[config.mk]
export PLATFORM = sky130hd
export DESIGN_NAME = pong_ball_match_ctrl
export DESIGN_NICKNAME = d
export VERILOG_FILES = /design/src/rtl/pong_ball_match_ctrl.sv
export SDC_FILE = /design/constraint.sdc
export NUM_CORES = 1
export LEC_CHECK = 0
export ABC_AREA = 1
export BUFFER_PORTS_ARGS = -buffer_cell sky130_fd_sc_hd__buf_4
export CAP_MARGIN = 10
export CORE_UTILIZATION = 57
export CTS_CLUSTER_DIAMETER = 120
export CTS_CLUSTER_SIZE = 16
export DETAILED_ROUTE_END_ITERATION = 12
export HOLD_SLACK_MARGIN = 0.05
export PLACE_DENSITY_LB_ADDON = 0.1
export SYNTH_ARGS = -nofsm -noshare
export SYNTH_HDL_FRONTEND = slang
export SYNTH_SLANG_ARGS = --single-unit
[constraint.sdc]
create_clock -name clk_i -period 3.72 [get_ports clk_i]
set_input_delay 0.744 -clock clk_i [delete_from_list [all_inputs] [get_ports clk_i]]
set_output_delay 0.744 -clock clk_i [all_outputs]
set_load 0.02 [all_outputs]
[src/rtl/pong_ball_match_ctrl.sv]
// Ball and match controller for the pong datapath.
// Moves the ball once per frame and bounces it off the top and bottom walls
// and off the paddles. Paddle hits set the vertical deflection from the hit
// zone and ramp up the horizontal speed. The block also scores misses and
// runs the IDLE -> SERVE -> PLAY -> OVER match sequence.
//
// Interface timing: new_frame_i is a one-cycle strobe and has no
// back-pressure. hit_left_i, hit_right_i and hit_zone_i are sampled every
// cycle in PLAY. A hit counts once, because accepting it reverses dir_x, and
// the hit is then moving away from the paddle. start_i is a level, and only
// its rising edge matters, in IDLE and OVER. All outputs come straight from
// flops, so they change on the clock after the event that caused them.
module pong_ball_match_ctrl #(
  parameter int X_POS_W      = 10,
  parameter int Y_POS_W      = 10,
  parameter int H_RES        = 640,
  parameter int V_RES        = 480,
  parameter int BORDER       = 10,
  parameter int BALL_SIDE    = 8,
  parameter int SPEED_W      = 4,
  parameter int INIT_SPEED   = 2,
  parameter int MAX_SPEED    = 6,
  parameter int RAMP_HITS    = 4,
  parameter int SCORE_W      = 4,
  parameter int WIN_SCORE    = 7,
  parameter int SERVE_FRAMES = 60
) (
  input  logic               clk_i,
  input  logic               rst_ni,
  input  logic               new_frame_i,
  input  logic               start_i,
  input  logic               hit_left_i,
  input  logic               hit_right_i,
  input  logic [1:0]         hit_zone_i,
  input  logic [3:0]         rnd_i,
  output logic [X_POS_W-1:0] ball_x_o,
  output logic [Y_POS_W-1:0] ball_y_o,
  output logic [SCORE_W-1:0] score_l_o,
  output logic [SCORE_W-1:0] score_r_o,
  output logic [1:0]         state_o,
  output logic               game_over_o,
  output logic               winner_o
);

  // Match states, also exported on state_o for debug and checkers.
  localparam logic [1:0] ST_IDLE  = 2'd0;
  localparam logic [1:0] ST_SERVE = 2'd1;
  localparam logic [1:0] ST_PLAY  = 2'd2;
  localparam logic [1:0] ST_OVER  = 2'd3;

  // One extra bit for the arithmetic, so that sums and edge tests never wrap.
  localparam int XW1  = X_POS_W + 1;
  localparam int YW1  = Y_POS_W + 1;
  localparam int HC_W = (RAMP_HITS > 1) ? $clog2(RAMP_HITS) : 1;
  localparam int FC_W = (SERVE_FRAMES > 1) ? $clog2(SERVE_FRAMES) : 1;

  localparam logic [X_POS_W-1:0] CX       = X_POS_W'((H_RES - BALL_SIDE) / 2);
  localparam logic [Y_POS_W-1:0] CY       = Y_POS_W'((V_RES - BALL_SIDE) / 2);
  localparam logic [X_POS_W-1:0] X_MAX_N  = X_POS_W'(H_RES - BALL_SIDE);
  localparam logic [X_POS_W-1:0] X_BRD_N  = X_POS_W'(BORDER);
  localparam logic [XW1-1:0]     X_SIDE   = XW1'(BALL_SIDE);
  localparam logic [XW1-1:0]     X_GOAL_R = XW1'(H_RES - BORDER);
  localparam logic [Y_POS_W-1:0] Y_MIN_N  = Y_POS_W'(BORDER);
  localparam logic [Y_POS_W-1:0] Y_MAX_N  = Y_POS_W'(V_RES - BORDER - BALL_SIDE);
  localparam logic [YW1-1:0]     Y_SIDE   = YW1'(BALL_SIDE);
  localparam logic [YW1-1:0]     Y_WALL_B = YW1'(V_RES - BORDER);
  localparam logic [SPEED_W-1:0] V_INIT   = SPEED_W'(INIT_SPEED);
  localparam logic [SPEED_W-1:0] V_MAX    = SPEED_W'(MAX_SPEED);
  localparam logic [HC_W-1:0]    HC_LAST  = HC_W'(RAMP_HITS - 1);
  localparam logic [FC_W-1:0]    FC_LAST  = FC_W'(SERVE_FRAMES - 1);
  localparam logic [SCORE_W-1:0] SC_WIN   = SCORE_W'(WIN_SCORE);

  // Registered state
  logic [1:0]         state_q,     state_d;
  logic [X_POS_W-1:0] ball_x_q,    ball_x_d;
  logic [Y_POS_W-1:0] ball_y_q,    ball_y_d;
  logic [SCORE_W-1:0] score_l_q,   score_l_d;
  logic [SCORE_W-1:0] score_r_q,   score_r_d;
  logic [SPEED_W-1:0] vx_q,        vx_d;
  logic [SPEED_W-1:0] vy_q,        vy_d;
  logic               dir_x_q,     dir_x_d;     // 1 = moving left
  logic               dir_y_q,     dir_y_d;     // 1 = moving up
  logic [HC_W-1:0]    hit_cnt_q,   hit_cnt_d;
  logic [FC_W-1:0]    frame_cnt_q, frame_cnt_d;
  logic               game_over_q, game_over_d;
  logic               winner_q,    winner_d;
  logic               serve_dir_q, serve_dir_d;
  logic               start_q,     start_d;

  // Intermediate values
  logic               start_re;
  logic               hit_acc;
  logic               dir_x_h, dir_y_h;
  logic [SPEED_W-1:0] vx_h, vy_h;
  logic [HC_W-1:0]    hit_cnt_h;
  logic               miss_r, miss_l;
  logic               dir_y_w;
  logic [XW1-1:0]     x_ext, x_up;
  logic [X_POS_W-1:0] x_dn, x_move;
  logic [YW1-1:0]     y_ext, y_up_lim, y_dn_sum;
  logic [Y_POS_W-1:0] y_up, y_move;
  logic [SCORE_W-1:0] score_l_inc, score_r_inc;

  assign start_d  = start_i;
  assign start_re = start_i & ~start_q;

  // A paddle hit counts only while the ball is moving toward that paddle.
  assign hit_acc = (state_q == ST_PLAY) &&
                   ((hit_left_i && dir_x_q) || (hit_right_i && !dir_x_q));

  // Motion parameters after any accepted hit (deflection and speed ramp).
  always_comb begin
    dir_x_h   = dir_x_q;
    dir_y_h   = dir_y_q;
    vx_h      = vx_q;
    vy_h      = vy_q;
    hit_cnt_h = hit_cnt_q;
    if (hit_acc) begin
      dir_x_h = ~dir_x_q;
      if (hit_zone_i == 2'd1) begin
        dir_y_h = 1'b1;
        vy_h    = vx_q;
      end else if (hit_zone_i == 2'd2) begin
        dir_y_h = 1'b0;
        vy_h    = vx_q;
      end
      if (hit_cnt_q == HC_LAST) begin
        hit_cnt_h = '0;
        if (vx_q < V_MAX) vx_h = vx_q + SPEED_W'(1);
      end else begin
        hit_cnt_h = hit_cnt_q + HC_W'(1);
      end
    end
  end

  // Miss detection uses the current position and heading.
  always_comb begin
    x_ext  = {1'b0, ball_x_q};
    miss_r = dir_x_q && (ball_x_q <= X_BRD_N);
    miss_l = !dir_x_q && ((x_ext + X_SIDE) >= X_GOAL_R);
  end

  // Wall bounce, then the next position with edge saturation.
  always_comb begin
    y_ext   = {1'b0, ball_y_q};
    dir_y_w = dir_y_h;
    if (dir_y_h && (ball_y_q <= Y_MIN_N)) begin
      dir_y_w = 1'b0;
    end else if (!dir_y_h && ((y_ext + Y_SIDE) >= Y_WALL_B)) begin
      dir_y_w = 1'b1;
    end

    // The horizontal position saturates at the screen edges. A miss is
    // caught on the next frame.
    x_up = x_ext + XW1'(vx_h);
    x_dn = ball_x_q - X_POS_W'(vx_h);
    if (dir_x_h) begin
      x_move = (x_ext < XW1'(vx_h)) ? '0 : x_dn;
    end else begin
      x_move = (x_up > {1'b0, X_MAX_N}) ? X_MAX_N : x_up[X_POS_W-1:0];
    end

    // The vertical position is clamped inside the play field.
    y_up_lim = {1'b0, Y_MIN_N} + YW1'(vy_h);
    y_up     = ball_y_q - Y_POS_W'(vy_h);
    y_dn_sum = y_ext + YW1'(vy_h);
    if (dir_y_w) begin
      y_move = (y_ext < y_up_lim) ? Y_MIN_N : y_up;
    end else begin
      y_move = (y_dn_sum > {1'b0, Y_MAX_N}) ? Y_MAX_N : y_dn_sum[Y_POS_W-1:0];
    end
  end

  // Match FSM and next values for all registered state.
  always_comb begin
    state_d     = state_q;
    ball_x_d    = ball_x_q;
    ball_y_d    = ball_y_q;
    score_l_d   = score_l_q;
    score_r_d   = score_r_q;
    vx_d        = vx_q;
    vy_d        = vy_q;
    dir_x_d     = dir_x_q;
    dir_y_d     = dir_y_q;
    hit_cnt_d   = hit_cnt_q;
    frame_cnt_d = frame_cnt_q;
    game_over_d = game_over_q;
    winner_d    = winner_q;
    serve_dir_d = serve_dir_q;
    score_l_inc = score_l_q + SCORE_W'(1);
    score_r_inc = score_r_q + SCORE_W'(1);

    case (state_q)
      ST_IDLE: begin
        ball_x_d = CX;
        ball_y_d = CY;
        if (start_re) begin
          state_d     = ST_SERVE;
          score_l_d   = '0;
          score_r_d   = '0;
          serve_dir_d = rnd_i[0];
          frame_cnt_d = '0;
        end
      end

      ST_SERVE: begin
        ball_x_d = CX;
        ball_y_d = CY;
        if (new_frame_i) begin
          if (frame_cnt_q == FC_LAST) begin
            state_d     = ST_PLAY;
            frame_cnt_d = '0;
            dir_x_d     = serve_dir_q;
            dir_y_d     = rnd_i[1];
            vy_d        = SPEED_W'(rnd_i[3:2]);
            vx_d        = V_INIT;
            hit_cnt_d   = '0;
          end else begin
            frame_cnt_d = frame_cnt_q + FC_W'(1);
          end
        end
      end

      ST_PLAY: begin
        if (new_frame_i && !hit_acc && (miss_r || miss_l)) begin
          // Point scored. Re-centre the ball and reset its speed. The ball
          // does not move on this frame.
          ball_x_d    = CX;
          ball_y_d    = CY;
          vx_d        = V_INIT;
          vy_d        = '0;
          hit_cnt_d   = '0;
          frame_cnt_d = '0;
          if (miss_r) begin
            score_r_d   = score_r_inc;
            serve_dir_d = 1'b1;
            if (score_r_inc == SC_WIN) begin
              state_d     = ST_OVER;
              game_over_d = 1'b1;
              winner_d    = 1'b1;
            end else begin
              state_d = ST_SERVE;
            end
          end else begin
            score_l_d   = score_l_inc;
            serve_dir_d = 1'b0;
            if (score_l_inc == SC_WIN) begin
              state_d     = ST_OVER;
              game_over_d = 1'b1;
              winner_d    = 1'b0;
            end else begin
              state_d = ST_SERVE;
            end
          end
        end else begin
          dir_x_d   = dir_x_h;
          dir_y_d   = dir_y_h;
          vx_d      = vx_h;
          vy_d      = vy_h;
          hit_cnt_d = hit_cnt_h;
          if (new_frame_i) begin
            dir_y_d  = dir_y_w;
            ball_x_d = x_move;
            ball_y_d = y_move;
          end
        end
      end

      ST_OVER: begin
        ball_x_d = CX;
        ball_y_d = CY;
        if (start_re) begin
          state_d     = ST_SERVE;
          score_l_d   = '0;
          score_r_d   = '0;
          game_over_d = 1'b0;
          serve_dir_d = rnd_i[0];
          frame_cnt_d = '0;
        end
      end

      default: state_d = ST_IDLE;
    endcase
  end

  // State registers with synchronous active-low reset.
  always_ff @(posedge clk_i) begin
    if (!rst_ni) begin
      state_q     <= ST_IDLE;
      ball_x_q    <= CX;
      ball_y_q    <= CY;
      score_l_q   <= '0;
      score_r_q   <= '0;
      vx_q        <= V_INIT;
      vy_q        <= '0;
      dir_x_q     <= 1'b0;
      dir_y_q     <= 1'b0;
      hit_cnt_q   <= '0;
      frame_cnt_q <= '0;
      game_over_q <= 1'b0;
      winner_q    <= 1'b0;
      serve_dir_q <= 1'b0;
      start_q     <= 1'b0;
    end else begin
      state_q     <= state_d;
      ball_x_q    <= ball_x_d;
      ball_y_q    <= ball_y_d;
      score_l_q   <= score_l_d;
      score_r_q   <= score_r_d;
      vx_q        <= vx_d;
      vy_q        <= vy_d;
      dir_x_q     <= dir_x_d;
      dir_y_q     <= dir_y_d;
      hit_cnt_q   <= hit_cnt_d;
      frame_cnt_q <= frame_cnt_d;
      game_over_q <= game_over_d;
      winner_q    <= winner_d;
      serve_dir_q <= serve_dir_d;
      start_q     <= start_d;
    end
  end

  assign ball_x_o    = ball_x_q;
  assign ball_y_o    = ball_y_q;
  assign score_l_o   = score_l_q;
  assign score_r_o   = score_r_q;
  assign state_o     = state_q;
  assign game_over_o = game_over_q;
  assign winner_o    = winner_q;

endmodule

Word level (Yosys, flattened, before mapping):

Cells that the tools add are included.

* register bits after elaboration: 52
* input bits: 12
* output and inout bits: 32
* word-level logic and storage cells: 171

* add/sub/neg operators: 12
* $lt $le $gt $ge: 9
* equal/unequal tests: 22
* multiplexer cells: 79
* bitwise operators: 3
* reduce and logical (&&, ||, !) cells: 31

Operators by type and width (count)
* 2-to-1 mux 10 bit: 10
* 2-to-1 mux 4 bit: 17
* one-hot mux 10 bit (2 select lines): 2
* one-hot mux 4 bit (2 select lines): 4
* 2-to-1 mux 2 bit: 12
* 2-to-1 mux 6 bit: 4
* AND reduction 4 bit: 6
* 2-to-1 mux 1 bit: 23
* adder 10 x 4 -> 11 bit: 2
* adder 10 x 4 -> 11 bit, second input constant: 2
* <= comparator 10 x 4 -> 1 bit, second input constant: 2
* subtractor 10 x 4 -> 10 bit: 2
* one-hot mux 6 bit (3 select lines): 1
* adder 4 x 1 -> 4 bit, second input constant: 3
* != test 2 bit, second input constant: 6
* != test 3 x 2 -> 1 bit, second input constant: 4
* greater-or-equal comparator 11 x 10 -> 1 bit, second input constant: 1
* greater-or-equal comparator 11 x 9 -> 1 bit, second input constant: 1
* greater-than comparator 11 x 10 -> 1 bit, second input constant: 1
* greater-than comparator 11 x 9 -> 1 bit, second input constant: 1
* less-than comparator 10 x 4 -> 1 bit: 1
* less-than comparator 10 x 5 -> 1 bit: 1
* logical AND 1 bit: 9
* AND reduction 3 bit: 3
* other kinds (21): 38

Depth between registers and ports, before layout:

Gate-level depths: netlist of run 1.

* depth in word-level cells: 13
* gate-level depth with buffers: 24
* mapped depth without buffers: 24

Worst setup path before layout of run 1:

Ideal clock, no wire load.

* path type: flip-flop to flip-flop
* from: reg state_q[1] (netlist: state_o[1])
* to: reg ball_y_q[5] (netlist: ball_y_o[5])
* setup time: 0.113 ns
* data arrival time: 3.075 ns
* data required time: 3.607 ns
* setup slack: 0.532 ns
* stages on the path, launching flop included: 20
* path buffers: 0
* clock period less this slack: 3.188 ns
* cells stage by stage: dfxtp_1 ha_1 nand2_2 a21oi_2 nand2_1 o21ai_0 inv_1 ha_1 inv_1 ha_1 a21oi_1 o21bai_1 a21oi_1 inv_1 nand2_1 inv_2 a21oi_1 nand2_1 nand2_1 nand2_1

* cells in the longest elaborated chain, start to end: 11
* elaborated cells between the ends (all ways): 28
* those cells by class: add/sub: 3; order compare: 2; eq/ne: 4; mux: 10; reduce/logical: 9

Ends and longest elaborated chain
* from (decl): RTL line 74 `logic [1:0] state_q, state_d;`
* from (signal assigned): RTL line 305 `state_q <= state_d;`
* parallel branches: the longest is 11 deep, another holds adder 10 x 4 -> 11 bit
* to (signal assigned): RTL line 307 `ball_y_q <= ball_y_d;`
* to (decl): RTL line 76 `logic [Y_POS_W-1:0] ball_y_q, ball_y_d;`

Parallel ways; which one is timed is not known. The select of a mux whose other input is x is not followed.
A chain may end at the register's enable or synchronous reset.

Worst setup path in the final report of run 1:

* from: reg state_q[0] (netlist: state_o[0])
* to: reg ball_x_q[1] (netlist: ball_x_o[1])

* cells in the longest elaborated chain, start to end: 10
* elaborated cells between the ends (all ways): 22
* those cells by class: add/sub: 2; order compare: 2; eq/ne: 4; mux: 8; reduce/logical: 6

Ends and longest elaborated chain
* == test 2 bit: RTL line 108, 193
* logical AND 1 bit: RTL line 108 `assign hit_acc = (state_q == ST_PLAY) &&`
* 2-to-1 mux 4 bit: RTL line 118 `if (hit_acc) begin`
* adder 10 x 4 -> 11 bit: RTL line 155 `x_up = x_ext + XW1'(vx_h);`
* greater-than comparator 11 x 10 -> 1 bit: RTL line 160 `x_move = (x_up > {1'b0, X_MAX_N}) ? X_MAX_N : x_up[X_POS_W-1:0];`
* 2-to-1 mux 10 bit: RTL line 160
* 2-to-1 mux 10 bit: RTL line 157 `if (dir_x_h) begin`
* 2-to-1 mux 10 bit: RTL line 261 `if (new_frame_i) begin`
* 2-to-1 mux 10 bit: RTL line 225 `if (new_frame_i && !hit_acc && (miss_r || miss_l)) begin`
* one-hot mux 10 bit (2 select lines): RTL line 193 `case (state_q)`
* to (signal assigned): RTL line 306 `ball_x_q <= ball_x_d;`
* to (decl): RTL line 75 `logic [X_POS_W-1:0] ball_x_q, ball_x_d;`

Parallel ways exist; a longest one is shown, timed or not. The select of a mux whose other input is x is not followed.

==> results of run 1 <==
[power groups by stage]
stage,Clock (uW),Combinational (uW),Sequential (uW)
after global placement,0,2120,821
after CTS,419,2170,814
after detailed placement,0,2160,825
after global routing,440,2460,832
after floorplan,0,1600,845
final,415,2190,816
[per-stage QoR]
stage                     cells   util  total power, uW  area [um2]
after floorplan             735      -             2450        4510
after global placement      868  0.639             2950        4910
after detailed placement    868  0.639             2980        4910
after CTS                   876  0.654             3400        5020
after global routing        876  0.654             3740        5020
final                       876  0.654             3420        5020
[layout by cell type (no fill, tap or decap), drive strengths merged, types with 3 or more instances in the layout]
cell	n
nor2	80
o211ai	3
o21ai	46
xor2	14
nand3	58
o21bai	3
or2	3
fa	5
nand2	223
nand4	10
inv	107
nor3	6
a211oi	6
dfxtp	52
clkbuf	5
a31oi	3
ha	32
nand3b	3
a21oi	56
buf	48
[state kept, by name, indices dropped and copies added, names as in the netlist]
signal       flops
ball_y_o        10
score_l_o        4
start_q          1
state_o          2
winner_o         1
dir_x_q          1
hit_cnt_q        2
game_over_o      1
score_r_o        4
vx_q             4
frame_cnt_q      6
serve_dir_q      1
vy_q             4
dir_y_q          1
ball_x_o        10
[final cells by class]
| cell class | instances | share of cell area |
|---|---|---|
| multi-input cells | 559 | 0.593 |
| flip-flops and latches | 52 | 0.207 |
| inverters | 107 | 0.0802 |
| repair buffers | 48 | 0.0717 |
| well taps | 102 | 0.0254 |
| clock buffers | 5 | 0.0137 |
| clock inverters | 3 | 0.00921 |
[routing by layer]
metal	vias up	global-route usage
li1	2407	-
met1	2127	0.378
met2	146	0.501
met3	24	0.0311
met4	0	0.0714
met5	-	0
[worst max-delay path, stage by stage (launching register included)]
cell and delay [ns]:
dfxtp_1 0.43, inv_1 0.11, ha_1 0.23, nand2_2 0.11
inv_2 0.06, nand2_1 0.11, xor2_1 0.20, inv_1 0.09
ha_1 0.22, fa_1 0.45, nand2_1 0.09, inv_1 0.05
o21ai_0 0.18, nand3_1 0.11, nor2_1 0.11, nand3_1 0.07
nand2_1 0.06, nand2_1 0.06, nand2_1 0.11, nand2_2 0.13
nand2_1 0.10, a21oi_1 0.06
[cell families after synthesis]
| family | Yosys count | share of synthesized area |
|---|---|---|
| AO/OA/AOI/OAI | 117 | 0.143 |
| flip-flops | 52 | 0.231 |
| AND/OR/NAND/NOR | 389 | 0.376 |
| buffers and inverters | 124 | 0.108 |
| XOR/XNOR | 16 | 0.0311 |
| adder cells (fa/ha/maj) | 37 | 0.111 |
[worst paths after layout]
path / from / end / slack [ns] / cells after the start
max: state_o[0] / ball_x_o[1] / 0.45 / 21
min: hit_cnt_q[1] / hit_cnt_q[1] / 0.48 / 2
max reg2reg: state_o[0] / ball_x_o[1] / 0.45 / 21
min reg2reg: hit_cnt_q[1] / hit_cnt_q[1] / 0.48 / 2
==> impl_metrics.toml, run 1 <==
[logic_synthesis]
ys_warn_count = 0
synthesis.area_per_instance_um2 = 6.13
synth_top_cells_by_count = "nand2_1, inv_1, nor2_1"
postSynthCellCount = 735
synth_top_cell_by_area = "dfxtp_1"
synth_area_um2 = 4510
synth_seq_area_share = 0.231
count_of_flip_flops_with_a_built_in_enable_after_synthesis = 0
synth_cell_type_count = 40
synth_flop_cell = "dfxtp_1"
synth_most_common_cell = "nand2_1"
main_area_contributors_after_synthesis = "dfxtp_1, nand2_1, ha_1, inv_1, nand3_1"
postSynthNetCount = 784
share_of_flip_flops_with_an_asynchronous_set_or_reset_after_synthesis = 0
synthesis_stage_register_bit_count = 52
synthDominantCellAreaShare = 0.231

[sta]
timing.fmax_mhz = 306
timing.setup.tns_ns = 0
max_slew.worst_pin.slew_ns = 0.788
drv_slew = 0
finalWorstSetupSlack_ns = 0.450
finalSetupViolCount = 0
whs_ns = 0.484
final_min_period_over_clock_period = 0.879
final.setup_skew_ns = 0.00838
timing.final.crit_period_ns = 3.27
hold_viol_final = 0
rsz0062_at_grt = "no"
worst_slew_margin_rel = 0.474

[power]
switching_power_uw = 1790
peakVddDrop_v = 0.000498
seqPwrFrac = 0.239
intPower_uw = 1630
p_sw_frac = 0.524
share_comb_of_total_power = 0.640
clkPwrFrac = 0.121
leakage_uw = 0.00257
powerDensity_nw_per_um2 = 681

[route]
detail_route.drc_violations = 0
vias = 4704
totalWireLength_um = 11700
drt-wirelength-per-cell_um = 13.3
drt_pass1_iterations = 5
detailroute.wirelength.met2_um = 5610
met1Wirelength_um = 5260
1st_iter_drt_viols = 282
route.met3.wl_um = 611
detail-route-antenna-nets = 0
vias_per_cell = 5.37
topRoutingLayerUsed = "met4"

[status]
run_status = "finished, final reports clean"

[clock_tree]
cts-root-buf = "clkbuf_8"
cts_max_level = 2
cts_inserted_buffers = 5
clock_path_buffers = 2
cts_tree = "yes"
clk_pin_slew_ns = 0.11
hold_buffers = 0
cts_resized = 0
numClockSinks = 52
clock_latency_ns = 0.32
post-cts-setup-buffers = 0

[place]
detailed_place_hpwl_um = 8990
finalWeightedCongestion = 0.945
place_worst_setup_slack_ns = 0.151
place.port_buffers = 43

[final_layout]
syn2layout_area_growth_pct = 11.5
multiInputGateArea_um2 = 2980
filler_cell_count = 746
num-nets-final = 822
count_of_inserted_antenna_diode_cells = 0
final_layout_size_suffix_gt1_frac = 0.121
seqCellArea_um2 = 1040

[run]
drv.max_cap_violation_count = 0

[die]
floorplan.rows = 32
initial_utilization = 0.586
boundaryPins = 44
design.core.area_um2 = 7690
chipWidth_um = 90.9
dieHeight_um = 90.9
die-area_um2 = 8270

[setup_path]
timing.critical_path.required_ns = 3.90
start_kind = "flip-flop"
worstSetupPathType = "flip-flop to flip-flop"
critical_path_peak_fanout = 6
cp-end-kind = "flip-flop"
crit_arrival_ns = 3.45

[global_route]
first_global_vias = 4268
grt_pass1_wl_um = 19500
grt_use_total = 0.287
global_route.overflow_total = 0
grt_start_max_net_pins = 30
antenna_found_initial = 0

[min_path]
min-delay-path-class = "flip-flop to flip-flop"
Power figures use the tool's default switching activity.
==> inputs of run 2 (changes only) <==
--- a/config.mk
+++ b/config.mk
@@ -14,6 +14,7 @@
 export DETAILED_ROUTE_END_ITERATION = 12
 export HOLD_SLACK_MARGIN = 0.05
 export PLACE_DENSITY_LB_ADDON = 0.1
+export REMOVE_ABC_BUFFERS = 1
 export SYNTH_ARGS = -nofsm -noshare
 export SYNTH_HDL_FRONTEND = slang
 export SYNTH_SLANG_ARGS = --single-unit
==> impl_metrics.toml, run 2 (synthesized netlist as in run 1, its figures left out) <==
[status]
run_status = "finished, final reports clean"

[power]
clkPwrFrac = 0.110
peakVddDrop_v = 0.000490
powerDensity_nw_per_um2 = 674
seqPwrFrac = 0.241
share_comb_of_total_power = 0.649
intPower_uw = 1580
leakage_uw = 0.00257
p_sw_frac = 0.531
switching_power_uw = 1790

[sta]
drv_slew = 0
final_min_period_over_clock_period = 0.879
timing.fmax_mhz = 306
finalWorstSetupSlack_ns = 0.450
timing.setup.tns_ns = 0
max_slew.worst_pin.slew_ns = 0.799
final.setup_skew_ns = 0.0125
rsz0062_at_grt = "no"
timing.final.crit_period_ns = 3.27
hold_viol_final = 0
finalSetupViolCount = 0
worst_slew_margin_rel = 0.467

[final_layout]
final_cell_mix = "nand2_1, inv_1, nor2_1"
filler_cell_count = 767
syn2layout_area_growth_pct = 11.2
num-nets-final = 822
layout_commonest_cell = "nand2_1"
instances_no_fill = 876
seqCellArea_um2 = 1040
count_of_inserted_antenna_diode_cells = 0
multiInputGateArea_um2 = 2980
utilization = 0.652
final_layout_size_suffix_gt1_frac = 0.121

[global_route]
grt.met3_usage = 0.0337
antenna_found_initial = 0
global_route.overflow_total = 0
grt_pass1_wl_um = 20300
global_routing_usage_on_met2 = 0.520
routing_layer_with_the_top_usage_in_global_route = "met2"
grt_use_total = 0.298
grt_start_max_net_pins = 30
grt.met1_usage = 0.376
first_global_vias = 4468

[setup_path]
worstSetupPathType = "input pin to flip-flop"
start_kind = "input pin"
timing.reg2reg.setup_slack_ns = 0.47
r2r-start = "state_o[0]"
timing.critical_path.required_ns = 3.95
setup.worst_path.start = "hit_zone_i[1]"
regToRegEndpoint = "ball_y_o[5]"
crit_arrival_ns = 3.50
cp-end-kind = "flip-flop"
path_depth_of_the_worst_reg2reg_path = 20
critical_path_peak_fanout = 8

[route]
detail_route.drc_violations = 0
drt_pass1_iterations = 5
drt-wirelength-per-cell_um = 13.5
detail-route-antenna-nets = 0
totalWireLength_um = 11800
vias_per_cell = 5.42
1st_iter_drt_viols = 261
vias = 4744

[clock_tree]
clk_pin_slew_ns = 0.11
cts-root-buf = "clkbuf_8"
cts_resized = 0
cts_max_level = 2
clock_latency_ns = 0.32
post-cts-setup-buffers = 0
cts_tree = "yes"
cts_inserted_buffers = 5
clock_path_buffers = 2
hold_buffers = 0
numClockSinks = 52

[min_path]
whs_endpoint = "hit_cnt_q[1]"
holdPathStages = 2
min-delay-path-class = "flip-flop to flip-flop"
source_of_the_worst_hold_timing_path = "hit_cnt_q[1]"

[die]
dieHeight_um = 90.9
initial_utilization = 0.586
design.core.area_um2 = 7690
floorplan.rows = 32
chipWidth_um = 90.9
die-area_um2 = 8270
boundaryPins = 44

[place]
place_worst_setup_slack_ns = 0.126
place.port_buffers = 43
numPlacedInstances = 868
finalWeightedCongestion = 0.944
detailed_place_hpwl_um = 9120

[run]
drv.max_cap_violation_count = 0
[run 2: changes by cell type in the layout (fill, tap and decap cells not counted), sizes merged]
cell,change
bufinv,-1
clkbuf,+1
clkinvlp,-1
inv,+1
[run 2: worst max path at each step]
stage / cells after the start / endpoint / slack [ns]
after detailed placement: 17 / ball_y_o[1] / 0.13
after floorplan: 19 / ball_y_o[5] / 0.53
after CTS: 17 / ball_y_o[1] / 0.46
after global routing: 19 / ball_y_o[9] / 0.1
after global placement: 17 / ball_y_o[1] / 0.18
final: 20 / ball_y_o[5] / 0.45
[run 2: worst max-delay path, cell delays in order]
cell      delay, ns
buf_4          0.11
nor2_1         0.16
inv_1          0.07
a21oi_2        0.33
nand2_1        0.08
o21ai_0        0.15
inv_1          0.15
ha_1           0.30
inv_1          0.04
ha_1           0.27
a21oi_1        0.15
o21bai_1       0.08
a21oi_1        0.28
inv_1          0.10
nand2_1        0.09
inv_2          0.07
a21oi_1        0.13
nand2_1        0.07
nand2_1        0.06
nand2_1        0.06
[run 2: layer usage]
layer | routed length [um] | vias up
met5 | 0 | -
met4 | 301 | 0
met3 | 566 | 24
met2 | 5660 | 150
met1 | 5300 | 2159
li1 | - | 2411
[run 2: stage by stage]
step / hold slack (ns) / instance area, um2 / power [uW]
final: 0.481 / 5010 / 3380
after global routing: 0.510 / 5010 / 3710
after CTS: 0.484 / 5010 / 3360
after global placement: 0.455 / 4910 / 2940
after floorplan: 0.443 / 4420 / 2410
after detailed placement: 0.467 / 4910 / 2990
[run 2: layout make-up]
type	count	area share
clock buffers	6	0.0165
repair buffers	48	0.0719
flip-flops and latches	52	0.208
well taps	102	0.0255
multi-input cells	559	0.594
inverters	107	0.0804
clock inverters	2	0.00350
[run 2: power groups by stage]
stage | clock [uW] | sequential [uW] | combinational (uW)
finish | 371 | 814 | 2190
global route | 395 | 833 | 2480
CTS | 378 | 812 | 2170
detailed placement | 0 | 824 | 2160
global placement | 0 | 820 | 2120
floorplan | 0 | 853 | 1550
==> inputs of run 3 (changes only) <==
--- a/config.mk
+++ b/config.mk
@@ -8,9 +8,9 @@
 export ABC_AREA = 1
 export BUFFER_PORTS_ARGS = -buffer_cell sky130_fd_sc_hd__buf_4
 export CAP_MARGIN = 10
-export CORE_UTILIZATION = 57
+export CORE_UTILIZATION = 55
 export CTS_CLUSTER_DIAMETER = 120
-export CTS_CLUSTER_SIZE = 16
+export CTS_CLUSTER_SIZE = 20
 export DETAILED_ROUTE_END_ITERATION = 12
 export HOLD_SLACK_MARGIN = 0.05
 export PLACE_DENSITY_LB_ADDON = 0.1
@@ -18,3 +18,4 @@
 export SYNTH_ARGS = -nofsm -noshare
 export SYNTH_HDL_FRONTEND = slang
 export SYNTH_SLANG_ARGS = --single-unit
+export TNS_END_PERCENT = 30
==> constraint.sdc (replaced) <==
create_clock -name clk_i -period 3 [get_ports clk_i]
set_input_delay 0.6 -clock clk_i [delete_from_list [all_inputs] [get_ports clk_i]]
set_output_delay 0.6 -clock clk_i [all_outputs]
set_load 0.02 [all_outputs]
==> impl_metrics.toml, run 3 (synthesized netlist as in run 1, its figures left out) <==
[status]
run_status = "finished, final reports clean"

[clock_tree]
cts_inserted_buffers = 5
clock_path_buffers = 2
clk_pin_slew_ns = 0.10
numClockSinks = 52
cts_max_level = 2
hold_buffers = 0
clock_latency_ns = 0.32
cts-root-buf = "clkbuf_8"
cts_tree = "yes"

[sta]
drv_slew = 0
worst_slew_margin_rel = 0.448
hold_viol_final = 0
timing.fmax_mhz = 335
rsz0062_at_grt = "yes"
finalSetupViolCount = 0
final.setup_skew_ns = 0.0102
finalWorstSetupSlack_ns = 0.0154
whs_ns = 0.468
max_slew.worst_pin.slew_ns = 0.827
final_min_period_over_clock_period = 0.995
timing.final.crit_period_ns = 2.98

[place]
finalWeightedCongestion = 0.935
place_worst_setup_slack_ns = -0.460
numPlacedInstances = 924
place.port_buffers = 43
detailed_place_hpwl_um = 9890

[global_route]
global_routing_usage_on_met2 = 0.565
first_global_vias = 4896
grt.met1_usage = 0.377
grt_start_max_net_pins = 30
grt_use_total = 0.311
grt_pass1_wl_um = 21700
antenna_found_initial = 0
global_route.overflow_total = 0
routing_layer_with_the_top_usage_in_global_route = "met2"
grt.met3_usage = 0.0476

[route]
drt_pass1_iterations = 5
detail_route.drc_violations = 0
1st_iter_drt_viols = 443
totalWireLength_um = 13600
vias = 5210
detail-route-antenna-nets = 0
vias_per_cell = 5.55
drt-wirelength-per-cell_um = 14.5

[die]
design.core.area_um2 = 7810
initial_utilization = 0.577
floorplan.rows = 32
die-area_um2 = 8560
dieHeight_um = 92.5
boundaryPins = 44
chipWidth_um = 92.5

[min_path]
min-delay-path-class = "input pin to flip-flop"
holdPathStages = 3

[setup_path]
path_depth_of_the_worst_reg2reg_path = 19
slowest_stage = "dfxtp_2"
start_kind = "flip-flop"
crit_path_cell_trace = "ha_4 -> inv_2 -> a211oi_4 -> nand2_2 -> xor2_2 -> inv_2 -> buf_6 -> ha_4 -> fa_2 -> nand3b_1 -> nand3_2 -> inv_2 -> nand2_2 -> nor2_2 -> nor2_2 -> nand2_2 -> a21oi_2 -> nand2_1 -> a21oi_1"
critical_path_peak_fanout = 3
critical_path_s_largest_stage_delay_ns = 0.37
cp-end-kind = "flip-flop"
worstSetupPathType = "flip-flop to flip-flop"
timing.critical_path.required_ns = 3.23
crit_arrival_ns = 3.21

[power]
powerDensity_nw_per_um2 = 868
leakage_uw = 0.00288
peakVddDrop_v = 0.000594
totalPowerFinal_uw = 5070

[final_layout]
final_layout_size_suffix_gt1_frac = 0.278
filler_cell_count = 612
layout_commonest_cell = "nand2_1"
multiInputGateArea_um2 = 3320
seqCellArea_um2 = 1050
syn2layout_area_growth_pct = 29.7
instances_no_fill = 939
final_cell_mix = "nand2_1, buf_4, inv_1"
count_of_inserted_antenna_diode_cells = 0
num-nets-final = 885
utilization = 0.749

[run]
drv.max_cap_violation_count = 0
## run 3: worst paths after layout
check                             startpoint      endpoint  slack (ns)
worst min register to register  score_r_o[3]  score_r_o[3]        0.50
worst max register to register  hit_cnt_q[0]   ball_x_o[1]        0.02
worst min-delay path                 start_i       start_q        0.47
worst max-delay path            hit_cnt_q[0]   ball_x_o[1]        0.02
## run 3: report_power, final
part	leakage (uW)	switching [uW]	total (uW)	internal, uW
Combinational	0.00240	2120	3560	1440
Clock	0.0000552	246	494	248
Sequential	0.000426	177	1020	844
Total	0.00288	2540	5070	2540
## run 3: layer usage
layer	part of all wire	routed length, um
met1	0.41	5560
met2	0.50	6740
met3	0.071	963
met4	0.023	307
met5	0	0
## run 3: area by class of cell
| class | instances | share of cell area |
|---|---|---|
| timing repair buffer | 111 | 0.144 |
| sequential | 52 | 0.179 |
| clock inverter | 2 | 0.00599 |
| clock buffer | 6 | 0.0124 |
| inverter | 107 | 0.0689 |
| multi-input combinational | 559 | 0.568 |
| tap | 102 | 0.0218 |
## run 3: worst max-delay path, delay by kind of cell (launching register included)
| kind | cells | cell delay, ns |
|---|---|---|
| compound gates | 3 | 0.52 |
| xor+xnor | 1 | 0.22 |
| fa+ha+maj | 3 | 0.64 |
| buf+inv | 4 | 0.29 |
| flops | 1 | 0.37 |
| simple gates | 8 | 0.84 |
## run 3: stage by stage
| stage | cell area (um2) | setup TNS, ns |
|---|---|---|
| 3_3_place_gp | 5330 | -4.63 |
| 6_report | 5850 | 0 |
| 3_5_place_dp | 5330 | -5.43 |
| 4_1_cts | 5490 | 0 |
| 2_1_floorplan | 4420 | -1.17 |
| 5_1_grt | 5850 | -1.44 |
## run 3: what timing repair did
| action | CTS | global route |
|---|---|---|
| gates cloned | 0 | 0 |
| setup buffers | 1 | 6 |
| pin swaps | 1 | 30 |
| setup endpoints to repair | 19 | 20 |
| resized for setup | 15 | 84 |
